### src/rtl/branch_target_predictor_pkg.sv
// branch_target_predictor_pkg: shared BTB defaults, FSM states and direction-counter encodings
package branch_target_predictor_pkg;
  localparam int BTB_ENTRIES = 64;
  localparam int BTB_TAG_BITS = 10;
  localparam logic [0:0] INIT = 1'b0;
  localparam logic [0:0] READY = 1'b1;
  localparam logic [1:0] STRONG_NT = 2'b00;
  localparam logic [1:0] WEAK_NT = 2'b01;
  localparam logic [1:0] WEAK_T = 2'b10;
  localparam logic [1:0] STRONG_T = 2'b11;
endpackage

### src/rtl/branch_target_predictor_sat_counter2.sv
// sat_counter2: next value of a 2-bit saturating direction counter
module sat_counter2
  import branch_target_predictor_pkg::*;
(
  input  logic [1:0] counter,
  input  logic       taken,
  output logic [1:0] nextCounter
);
  always_comb
    nextCounter = taken ? ((counter == STRONG_T) ? counter : counter + 2'd1)
                        : ((counter == STRONG_NT) ? counter : counter - 2'd1);
endmodule

### src/rtl/branch_target_predictor.sv
// branch_target_predictor: direct-mapped BTB with 2-bit direction counters and a valid-clearing init sequencer
module branch_target_predictor
  import branch_target_predictor_pkg::*;
#(
  parameter int ENTRIES = BTB_ENTRIES,
  parameter int PC_WIDTH = 32,
  parameter int TAG_BITS = BTB_TAG_BITS,
  parameter logic [1:0] ALLOC_COUNTER = WEAK_T
) (
  input  logic                clock,
  input  logic                reset,
  input  logic                lookupValid,
  input  logic [PC_WIDTH-1:0] lookupPC,
  output logic                branchPredictValid,
  output logic [PC_WIDTH-1:0] branchPredictData,
  input  logic                updateValid,
  input  logic [PC_WIDTH-1:0] updatePC,
  input  logic                updateTaken,
  input  logic [PC_WIDTH-1:0] updateTarget,
  input  logic                invalidateAll,
  output logic                predictorReady
);
  localparam int IDX_BITS = $clog2(ENTRIES);
  if (ENTRIES < 2 || (ENTRIES & (ENTRIES - 1)) != 0) begin : gBadEntries
    $error("ENTRIES must be a power of two >= 2");
  end
  if (IDX_BITS + TAG_BITS + 2 > PC_WIDTH) begin : gBadWidth
    $error("IDX_BITS + TAG_BITS + 2 exceeds PC_WIDTH");
  end
  typedef struct packed {
    logic                valid;
    logic [TAG_BITS-1:0] tag;
    logic [PC_WIDTH-1:0] target;
    logic [1:0]          counter;
  } btbEntry_;
  btbEntry_ btbTable [ENTRIES];
  logic [0:0] state;
  logic [IDX_BITS-1:0] initCount;
  logic [IDX_BITS-1:0] lookupIdx, updateIdx;
  logic [TAG_BITS-1:0] lookupTag, updateTag;
  btbEntry_ lookupEntry, updateEntry;
  logic updateHit;
  logic [1:0] nextCounter;
  logic unusedPcBits;
  assign unusedPcBits = ^{lookupPC, updatePC};
  assign lookupIdx = lookupPC[IDX_BITS+1:2];
  assign lookupTag = lookupPC[IDX_BITS+TAG_BITS+1:IDX_BITS+2];
  assign updateIdx = updatePC[IDX_BITS+1:2];
  assign updateTag = updatePC[IDX_BITS+TAG_BITS+1:IDX_BITS+2];
  assign lookupEntry = btbTable[lookupIdx];
  assign updateEntry = btbTable[updateIdx];
  assign updateHit = updateEntry.valid && updateEntry.tag == updateTag;
  assign predictorReady = state == READY;
  // Reads the registered table, so a same-cycle update is not visible here
  assign branchPredictValid = predictorReady && lookupValid && lookupEntry.valid &&
                              lookupEntry.tag == lookupTag && lookupEntry.counter[1];
  assign branchPredictData = branchPredictValid ? lookupEntry.target : '0;
  sat_counter2 uSatCounter (
    .counter     (updateEntry.counter),
    .taken       (updateTaken),
    .nextCounter (nextCounter)
  );
  always_ff @(posedge clock) begin
    if (reset) begin
      state <= INIT;
      initCount <= '0;
    end else if (invalidateAll) begin
      state <= INIT;
      initCount <= '0;
    end else if (state == INIT) begin
      btbTable[initCount].valid <= 1'b0;
      initCount <= initCount + 1'b1;
      if (initCount == IDX_BITS'(ENTRIES - 1)) state <= READY;
    end else if (updateValid) begin
      if (updateHit) begin
        btbTable[updateIdx].counter <= nextCounter;
        if (updateTaken) btbTable[updateIdx].target <= updateTarget;
      end else if (updateTaken) begin
        btbTable[updateIdx] <= '{valid: 1'b1, tag: updateTag, target: updateTarget,
                                 counter: ALLOC_COUNTER};
      end
    end
  end
endmodule

### config.mk
export PLATFORM = sky130hd
export DESIGN_NAME = branch_target_predictor
export DESIGN_NICKNAME = d
export VERILOG_FILES = /design/src/rtl/branch_target_predictor_pkg.sv /design/src/rtl/branch_target_predictor_sat_counter2.sv /design/src/rtl/branch_target_predictor.sv
export SDC_FILE = /design/constraint.sdc
export NUM_CORES = 2
export LEC_CHECK = 0
export BUFFER_PORTS_ARGS = -buffer_cell sky130_fd_sc_hd__buf_2
export CORE_MARGIN = 2
export CORE_UTILIZATION = 35
export CTS_CLUSTER_SIZE = 24
export DETAILED_ROUTE_END_ITERATION = 7
export PLACE_DENSITY_LB_ADDON = 0.2
export SYNTH_ARGS = -nofsm -noshare
export SYNTH_HDL_FRONTEND = slang
export SYNTH_SLANG_ARGS = --single-unit
### constraint.sdc
create_clock -name clock -period 9.8 [get_ports clock]
set_input_delay 0.49 -clock clock [delete_from_list [all_inputs] [get_ports clock]]
set_output_delay 0.49 -clock clock [all_outputs]
set_load 0.02 [all_outputs]
==> results_dict.tcl <==
set metrics [dict create \
    outcome "complete, no violations" \
    hp-class "in2reg" \
    grt_pass1_vias 60510 \
    cp.required_ns 9.31 \
    synth.area.mux_share_pct 21.05 \
    drt_iter0_drc 6278 \
    finalPower_w 0.02550 \
    slew_headroom_pct 15.26 \
    drt_pass1_iterations 7 \
    synthAdderAreaFrac_pct 0.01056 \
    rrSetupSlack_ns 3.75 \
    clock_skew_ns 0.06852 \
    max_freq_mhz 148.0 \
    grt_pass1_wl_um 474800 \
    synthSimpleGateAreaFrac_pct 1.868 \
    rsz0062_at_grt "false" \
    synth-edff-count 2880 \
    dieHeight_um 585.8 \
    drv_cap 0 \
    synth_warnings 0 \
    synthesis.nets 5461 \
    cts_tree "built" \
    synth.area.top_cells "edfxtp_1 73%, mux4_2 19%, mux2i_1 1.7%" \
    clk_path_buf_depth 4 \
    arrival_ns 6.27 \
    cp-startpoint "lookupPC[2]" \
    fin_ws_ns 3.043 \
    vias 58910 \
    area_delta_synth_final_pct 14.59 \
    synthXorXnorAreaFrac_pct 0.2070 \
    synth_commonest_cells "2880 x edfxtp_1, 1001 x mux4_2, 199 x mux2i_1" \
    finalCritPeriodShare_pct 68.95 \
    numCtsBuffers 317 \
    fin_nets 5781 \
    ctsHoldBuffers 2 \
    powerDensity_nw_per_um2 187.9 \
    ys.flop_type "edfxtp_1" \
    grt_usage_pct 19.67 \
    worstSetupEndpoint "branchPredictData[5]" \
    leakage_nw 34.36 \
    cts_max_level 5 \
    syn_area_per_cell_um2 22.11 \
    synth-compound-area-share_pct 2.180 \
    cp-start-kind "primary input" \
    root_buffer "clkbuf_16" \
    dpl_worst_slack_ns 2.480 \
    synthDistinctLibCells 59 \
    synth_top_family_by_area "multiplexers" \
    min_period_ns 6.757 \
    ioPinCount 136 \
    yosysSeqAreaShare_pct 73.11 \
    clkTransAtPathRegs_ns 0.06 \
    path_max_fanout 90 \
    finalSetupViolCount 0 \
    drtAntennaViolNets 0 \
    cts_resized 0 \
    routabilityCongestion 0.8046 \
    synthArstFlopShare_pct 0 \
    initial_core_util_pct 35.17 \
    die_w_um 585.8 \
    yosysTopAreaCell "edfxtp_1" \
    drc_errors 0 \
    netlist.area_leader.share_pct 73.00 \
    worstSkewPairLatency_ns 0.88 \
    viasPerCell 5.639 \
    dieArea_um2 343200 \
    dpl.hpwl_um 193700 \
    grt_max_degree 130 \
    fillCellCount 29760 \
    antenna_found_initial 23 \
    synth-seq-cells 2887 \
    netlist_instances 5358 \
    routed_wl_um 339600 \
    overflow 0 \
    critPathKind "in2out" \
    post_cts_buffers 0 \
    num_rows 213 \
    drive_gt1_share_pct 32.79 \
    peakVddDrop_uv 134.0 \
    wl_per_cell_um 32.51 \
    finalSetupTns_ns 0 \
    worstReg2RegStart "btbTable[36][37]" \
    syn-cell-area_um2 118500 \
    cts_sinks 2887 \
    port-buffer-count 103 \
    end_kind "primary output" \
    timing.rr.end "btbTable[15][34]" \
    hold_violations 0 \
    reg2regPathDepth 9 \
    design.core.area_um2 336900 \
    drv_slew 0 \
    worst_pin_slew_ns 1.263 \
    yosysMostFrequentCell "edfxtp_1" \
]
[placed cells by master (no fill, tap or decap), types with 25 or more instances in the layout]
cell type	synthesis	routed
a21oi_1	192	150
a21oi_4	0	31
a22oi_1	91	91
buf_2	95	94
buf_4	17	243
clkbuf_1	184	71
clkbuf_16	0	324
clkinv_1	0	72
clkinv_2	0	49
edfxtp_1	2880	2880
mux2i_1	199	199
mux4_2	1001	1001
nand2_1	69	68
nand3_1	56	55
nor2_1	104	100
nor2b_1	68	25
nor2b_4	0	43
nor3_2	0	37
o21ai_0	32	31
[routing by layer]
metal,GRT usage (%),up-vias,share of wire (%)
li1,-,23740,-
met1,27.75,32670,43
met2,31.88,2033,48
met3,3.191,455,6.3
met4,4.907,6,2.5
met5,0,-,0.011
[state kept, by name (all words and copies together), names as in the netlist]
register        flops
initCount           6
predictorReady      1
btbTable         2880
[worst max-delay path, cell delays in order]
cell    delay [ns]
buf_8         0.55
buf_12        0.50
buf_12        0.62
buf_4         0.75
buf_4         0.86
mux4_2        0.60
mux4_2        0.55
mux4_2        0.61
and2_1        0.22
buf_2         0.16
[cells by family after synthesis]
group,after synthesis
AND/OR/NAND/NOR,435
buffers and inverters,369
XOR/XNOR,28
AO/OA/AOI/OAI,418
flip-flops,2887
adder cells (fa/ha/maj),1
multiplexers,1220
[final cells by class]
| type | count | area (um2) | area share (%) |
|---|---|---|---|
| inverter | 12 | 45.04 | 0.03318 |
| clock buffer | 395 | 8374 | 6.168 |
| timing repair buffer | 358 | 2660 | 1.959 |
| sequential | 2887 | 86620 | 63.81 |
| tap | 4515 | 5649 | 4.161 |
| multi-input combinational | 2102 | 30970 | 22.81 |
| clock inverter | 168 | 1414 | 1.041 |
| antenna | 9 | 22.52 | 0.01659 |
[through the flow]
| step | cell area [um2] | hold slack (ns) | util (%) | instances |
|---|---|---|---|---|
| 6_report | 135800 | 0.1105 | 40.30 | 10450 |
| 5_1_grt | 135700 | 0.09949 | 40.30 | 10440 |
| 4_1_cts | 135600 | 0.04939 | 40.27 | 10430 |
| 3_5_place_dp | 125800 | 0.6222 | 37.36 | 9868 |
| 3_3_place_gp | 125800 | 0.5968 | 37.36 | 9868 |
| 2_1_floorplan | 118500 | 0.5676 | - | 5358 |
[where the power goes]
group | switching [W] | leakage, nW | internal [W]
Sequential | 0.00000102 | 20.5 | 0.0134
Combinational | 0.000426 | 9.10 | 0.000232
Clock | 0.00484 | 4.79 | 0.00663
[worst min path at each step]
stage                       start      endpoint  slack [ns]  cells after the start
floorplan            initCount[1]  initCount[1]        0.57                      2
global placement     initCount[3]  initCount[3]        0.60                      2
detailed placement   initCount[3]  initCount[3]        0.62                      2
CTS                 invalidateAll  initCount[3]        0.05                      3
global route        invalidateAll  initCount[3]         0.1                      3
finish              invalidateAll  initCount[3]        0.11                      3
Note: power is estimated with default switching activity, not from simulation.
